## config.mk

```make
export PLATFORM = sky130hd
export DESIGN_NAME = parking_lot_ctrl
export DESIGN_NICKNAME = d
export VERILOG_FILES = /design/src/rtl/parking_lot_ctrl.sv
export SDC_FILE = /design/constraint.sdc
export NUM_CORES = 1
export LEC_CHECK = 0
export ABC_AREA = 1
export CORE_ASPECT_RATIO = 1.2
export CORE_UTILIZATION = 50
export DETAILED_ROUTE_END_ITERATION = 10
export HOLD_SLACK_MARGIN = 0.15
export PLACE_DENSITY = 0.73
export REMOVE_ABC_BUFFERS = 1
export SLEW_MARGIN = 25
export SYNTH_ARGS = -nofsm -noshare
export SYNTH_HDL_FRONTEND = slang
export SYNTH_SLANG_ARGS = --single-unit
```

## constraint.sdc

```tcl
create_clock -name clk -period 2.99 [get_ports clk]
set_input_delay 0.4485 -clock clk [delete_from_list [all_inputs] [get_ports clk]]
set_output_delay 0.4485 -clock clk [all_outputs]
set_load 0.1 [all_outputs]
```

## src/rtl/parking_lot_ctrl.sv

```systemverilog
// Two-gate parking lot controller: round-robin entry barrier FSM with open timeout,
// plus a saturating occupancy counter with a sticky error flag.
module parking_lot_ctrl #(
    parameter int CAPACITY = 25,
    parameter int CNT_W    = 5,
    parameter int TIMEOUT  = 200
) (
    input  logic             clk,
    input  logic             reset,
    input  logic             enter_a,
    input  logic             enter_b,
    input  logic             exit_a,
    input  logic             exit_b,
    input  logic             req_a,
    input  logic             req_b,
    output logic             gate_a,
    output logic             gate_b,
    output logic [CNT_W-1:0] count,
    output logic             full,
    output logic             empty,
    output logic             err
);

    localparam int               TMR_W    = (TIMEOUT > 1) ? $clog2(TIMEOUT) : 1;
    localparam logic [CNT_W-1:0] CAP_C    = CNT_W'(CAPACITY);
    localparam logic [TMR_W-1:0] TMR_LAST = TMR_W'(TIMEOUT - 1);

    typedef enum logic [1:0] {IDLE, OPEN_A, OPEN_B} state_e;

    state_e           state_q;
    logic             gate_a_q;
    logic             gate_b_q;
    logic [TMR_W-1:0] timer_q;
    logic             prio_b_q;
    logic [CNT_W-1:0] count_q;
    logic [CNT_W-1:0] count_d;
    logic             err_q;
    logic             err_d;
    logic             err_set;
    logic [1:0]       n_in;
    logic [1:0]       n_out;
    logic             tmo_hit;

    // Returns {overflow_or_underflow, clamped_count}.
    function automatic logic [CNT_W:0] sat_count(input logic [CNT_W-1:0] cur,
                                                 input logic [1:0]       ins,
                                                 input logic [1:0]       outs);
        logic signed [CNT_W+1:0] sum;
        logic        [CNT_W:0]   res;
        sum = $signed({2'b00, cur}) + $signed({{CNT_W{1'b0}}, ins})
            - $signed({{CNT_W{1'b0}}, outs});
        if (sum[CNT_W+1]) begin
            res = {1'b1, {CNT_W{1'b0}}};
        end else if (sum > $signed({2'b00, CAP_C})) begin
            res = {1'b1, CAP_C};
        end else begin
            res = {1'b0, sum[CNT_W-1:0]};
        end
        return res;
    endfunction

    always_comb begin
        n_in               = {1'b0, enter_a} + {1'b0, enter_b};
        n_out              = {1'b0, exit_a} + {1'b0, exit_b};
        {err_set, count_d} = sat_count(count_q, n_in, n_out);
        err_d              = err_q | err_set;
    end

    assign full    = (count_q == CAP_C);
    assign empty   = (count_q == '0);
    assign tmo_hit = (timer_q == TMR_LAST);
    assign count   = count_q;
    assign err     = err_q;
    assign gate_a  = gate_a_q;
    assign gate_b  = gate_b_q;

    always_ff @(posedge clk) begin
        if (reset) begin
            state_q  <= IDLE;
            gate_a_q <= 1'b0;
            gate_b_q <= 1'b0;
            timer_q  <= '0;
            prio_b_q <= 1'b0;
            count_q  <= '0;
            err_q    <= 1'b0;
        end else begin
            count_q <= count_d;
            err_q   <= err_d;
            case (state_q)
                IDLE: begin
                    if (!full && (req_a || req_b)) begin
                        timer_q <= '0;
                        // prio_b_q names the gate that wins when both cars wait.
                        if (req_a && (!req_b || !prio_b_q)) begin
                            state_q  <= OPEN_A;
                            gate_a_q <= 1'b1;
                            prio_b_q <= 1'b1;
                        end else begin
                            state_q  <= OPEN_B;
                            gate_b_q <= 1'b1;
                            prio_b_q <= 1'b0;
                        end
                    end
                end
                OPEN_A: begin
                    if (enter_a || tmo_hit || full) begin
                        state_q  <= IDLE;
                        gate_a_q <= 1'b0;
                    end else begin
                        timer_q <= timer_q + TMR_W'(1);
                    end
                end
                OPEN_B: begin
                    if (enter_b || tmo_hit || full) begin
                        state_q  <= IDLE;
                        gate_b_q <= 1'b0;
                    end else begin
                        timer_q <= timer_q + TMR_W'(1);
                    end
                end
                default: begin
                    state_q  <= IDLE;
                    gate_a_q <= 1'b0;
                    gate_b_q <= 1'b0;
                end
            endcase
        end
    end

endmodule

```

==> key figures <==
CTS
  – Post-CTS sizing: 0
  – Post-CTS Repair Setup Buffers: 0
  – Hold_buf cts: 0
  – Htree depth: 1
  – CTS max path bufs: 2
  – Root Buffer: clkbuf_4
  – Reg clk slew, reported paths: about 0.11 ns
  – Clock sink count: 19
  – Worst-Skew Late Latency: 0.29 ns
  – CTS tree: built
  – CTS Buf Count: 3

Yosys
  – Syn_area_per_cell: 6.879 µm²
  – Flops & latches, synth: 19
  – Post-synthesis cell area: 0.001493 mm²
  – Synthesis Warnings: 0
  – Synth cell types: 27
  – Syn Inst Count: 217
  – Register area share after synthesis: 0.2548

Timing
  – Worst Skew: 0.001348 ns
  – Final setup fails: 0
  – Slew HR: 0.7576
  – Slew @ Worst Pin: 0.3637 ns
  – Fmax: 359.2 MHz
  – Worst Setup Slack, final: 0.2060 ns
  – RSZ-0062 raised after global routing: false
  – Setup_tns: 0 ns
  – Final hold violation count: 0
  – Final worst-path cycle share: 0.9311
  – Final worst path period need: about 2.8 ns
  – Count of pins over their slew limit: 0

Global routing
  – Initial antenna violation count: 0
  – Total track usage: 0.2087
  – First-pass GRT wire length: 5092 µm
  – Overflow after GRT: 0
  – Pin count of the biggest net entering global routing: 13
  – Vias in the first global route: 1220

Die
  – Core area: 0.002811 mm²
  – Die span in y: about 60 µm
  – Die X: 51.88 µm
  – Starting Density: 0.5309
  – Row count: 21
  – Num ports: 18
  – Die ar.: 0.003208 mm²

Layout
  – Final std cells w/o fill: 271
  – Nets@finish: 263
  – Share of cells above drive strength 1: 0.1392
  – N_diodes: 0
  – Design area: 0.001705 mm²
  – Area growth syn-to-layout: 14.25%

Routing
  – Residual DRC: 0
  – Vias per inst: 4.904
  – Routed wire length per instance: between 10 and 15 µm
  – DRT antenna net count: 0
  – DR pass1 iterations: 4
  – DRT Wirelength: 2882 µm
  – Initial DRC Count: 38
  – DR vias: 1329

Setup path
  – Crit path DAT: approximately 3.0 ns
  – Worst setup EP type: flop
  – Reg2Reg Launch Point: count[1]
  – Flop2flop setup slack: 0.79 ns
  – Worst-path fanout max: 3
  – R2r worst-path depth: 12
  – Worst EP required: 3.21 ns
  – WS Path Type: in -> reg
  – Crit Reg-Reg Endpoint: count[1]
  – Critical path launch point type: input pin

Outcome
  – Status: completed

Power and ir drop
  – Power Total: 1.672 mW
  – Lkg Pwr: 0.8053 nW
  – Pwr dens: 980.4 mW/mm²
  – Maximum vdd drop: 0.001169 V

Placement
  – HPWL after detailed placement: 2314 µm
  – Port Buffers: 17
  – Dpl ws: -0.1020 ns
  – Post-Place Cells: 267
  – Placement-stage cell area: 0.001679 mm²
  – RePlAce Congestion: 0.7937

Worst hold path
  – Hold Path Sink: gate_a
  – Worst Min Path Start: gate_a
  – Worst Hold Class: reg -> reg
  – Hold depth: 2

Job
  – Max Cap Viol: 0
-- logic make-up (layout without fill, tap and decap cells) --
family / Yosys count / count (layout) / synth area share
and+or+nand+nor: 110 / 110 / 0.3546
DFF: 19 / 19 / 0.2548
xor gates and xnor gates: 4 / 4 / 0.02347
adders and majority gates: 17 / 17 / 0.1576
AOI/OAI and AO/OA: 22 / 22 / 0.09305
buffers and inverters: 45 / 65 / 0.1165
-- where the power goes --
part | internal [mW] | switching [mW] | leakage [nW]
clock | 0.0519 | 0.0785 | 0.0150
combinational | 0.332 | 0.845 | 0.635
sequential | 0.313 | 0.0519 | 0.156
total | 0.697 | 0.975 | 0.805
-- worst max path at each step --
stage	end	slack [ns]	startpoint	depth (start not counted)
final	count[1]	0.21	enter_b	15
after global routing	count[1]	0.01	enter_b	15
after CTS	count[1]	0.20	enter_b	15
after detailed placement	count[1]	-0.10	enter_b	15
after global placement	count[1]	-0.05	exit_a	13
after floorplan	empty	0.11	count[2]	4
-- stage by stage --
stage	hold WS [ns]	utilization
after floorplan	0.4439	-
after global placement	0.4488	0.5972
after detailed placement	0.4516	0.5972
after CTS	0.4681	0.6066
after global routing	0.5102	0.6066
final	0.4646	0.6066
-- cells in the final DEF, fill, tap and decap left out, drive strengths merged --
cell type	instances
nand2	58
inv	42
nor2	24
dfxtp	19
a21oi	16
ha	14
nand3	14
buf	12
nand4	10
clkdlybuf4s50	7
o21ai	5
clkbuf	4
fa	3
xor2	2
xnor2	2
nor3	2
o21bai	1
or2	1
nand3b	1
-- per-layer routing --
metal  global-route usage  share of wire
met1               0.2700           0.49
met2               0.3736           0.48
met3              0.02190          0.019
met4              0.04633         0.0045
met5                    0              0
-- sequential cells by signal, summed over array words and instances (netlist names) --
| signal | count |
|---|---|
| state_q | 2 |
| prio_b_q | 1 |
| count | 5 |
| err | 1 |
| timer_q | 8 |
| gate_a | 1 |
| gate_b | 1 |
-- final cells by class --
cell class	instances	area, µm²
clock buffers	4	26.28
fillers	275	1106
multi-input cells	153	938.4
repair buffers	19	160.2
well taps	34	42.54
flip-flops and latches	19	380.4
inverters	42	157.7
-- Yosys cell counts, drive strengths merged --
| cell | instances | area share |
|---|---|---|
| fa | 3 | 0.040 |
| nor3 | 2 | 0.0067 |
| nor2 | 24 | 0.069 |
| nand4 | 10 | 0.042 |
| nand2 | 58 | 0.17 |
| inv | 42 | 0.11 |
| nand3 | 14 | 0.055 |
| clkbuf | 1 | 0.0025 |
| xnor2 | 2 | 0.012 |
| dfxtp | 19 | 0.25 |
| o21ai | 5 | 0.024 |
| xor2 | 2 | 0.012 |
| o21bai | 1 | 0.0050 |
| buf | 2 | 0.0084 |
| ha | 14 | 0.12 |
| a21oi | 16 | 0.064 |
| or2 | 1 | 0.0042 |
| nand3b | 1 | 0.0050 |
-- worst max-delay path, cell delays in order --
cell and delay, ns:
clkdlybuf4s50_1 0.46, fa_1 0.54, inv_1 0.05, fa_1 0.34, inv_1 0.06, ha_1 0.17, fa_1 0.21, nand2_1 0.06
a21oi_1 0.16, nor2_1 0.06, nand2_1 0.06, nand2_1 0.08, inv_1 0.10, nand2_1 0.07, nor3_1 0.14
Power figures use the tool's default switching activity.
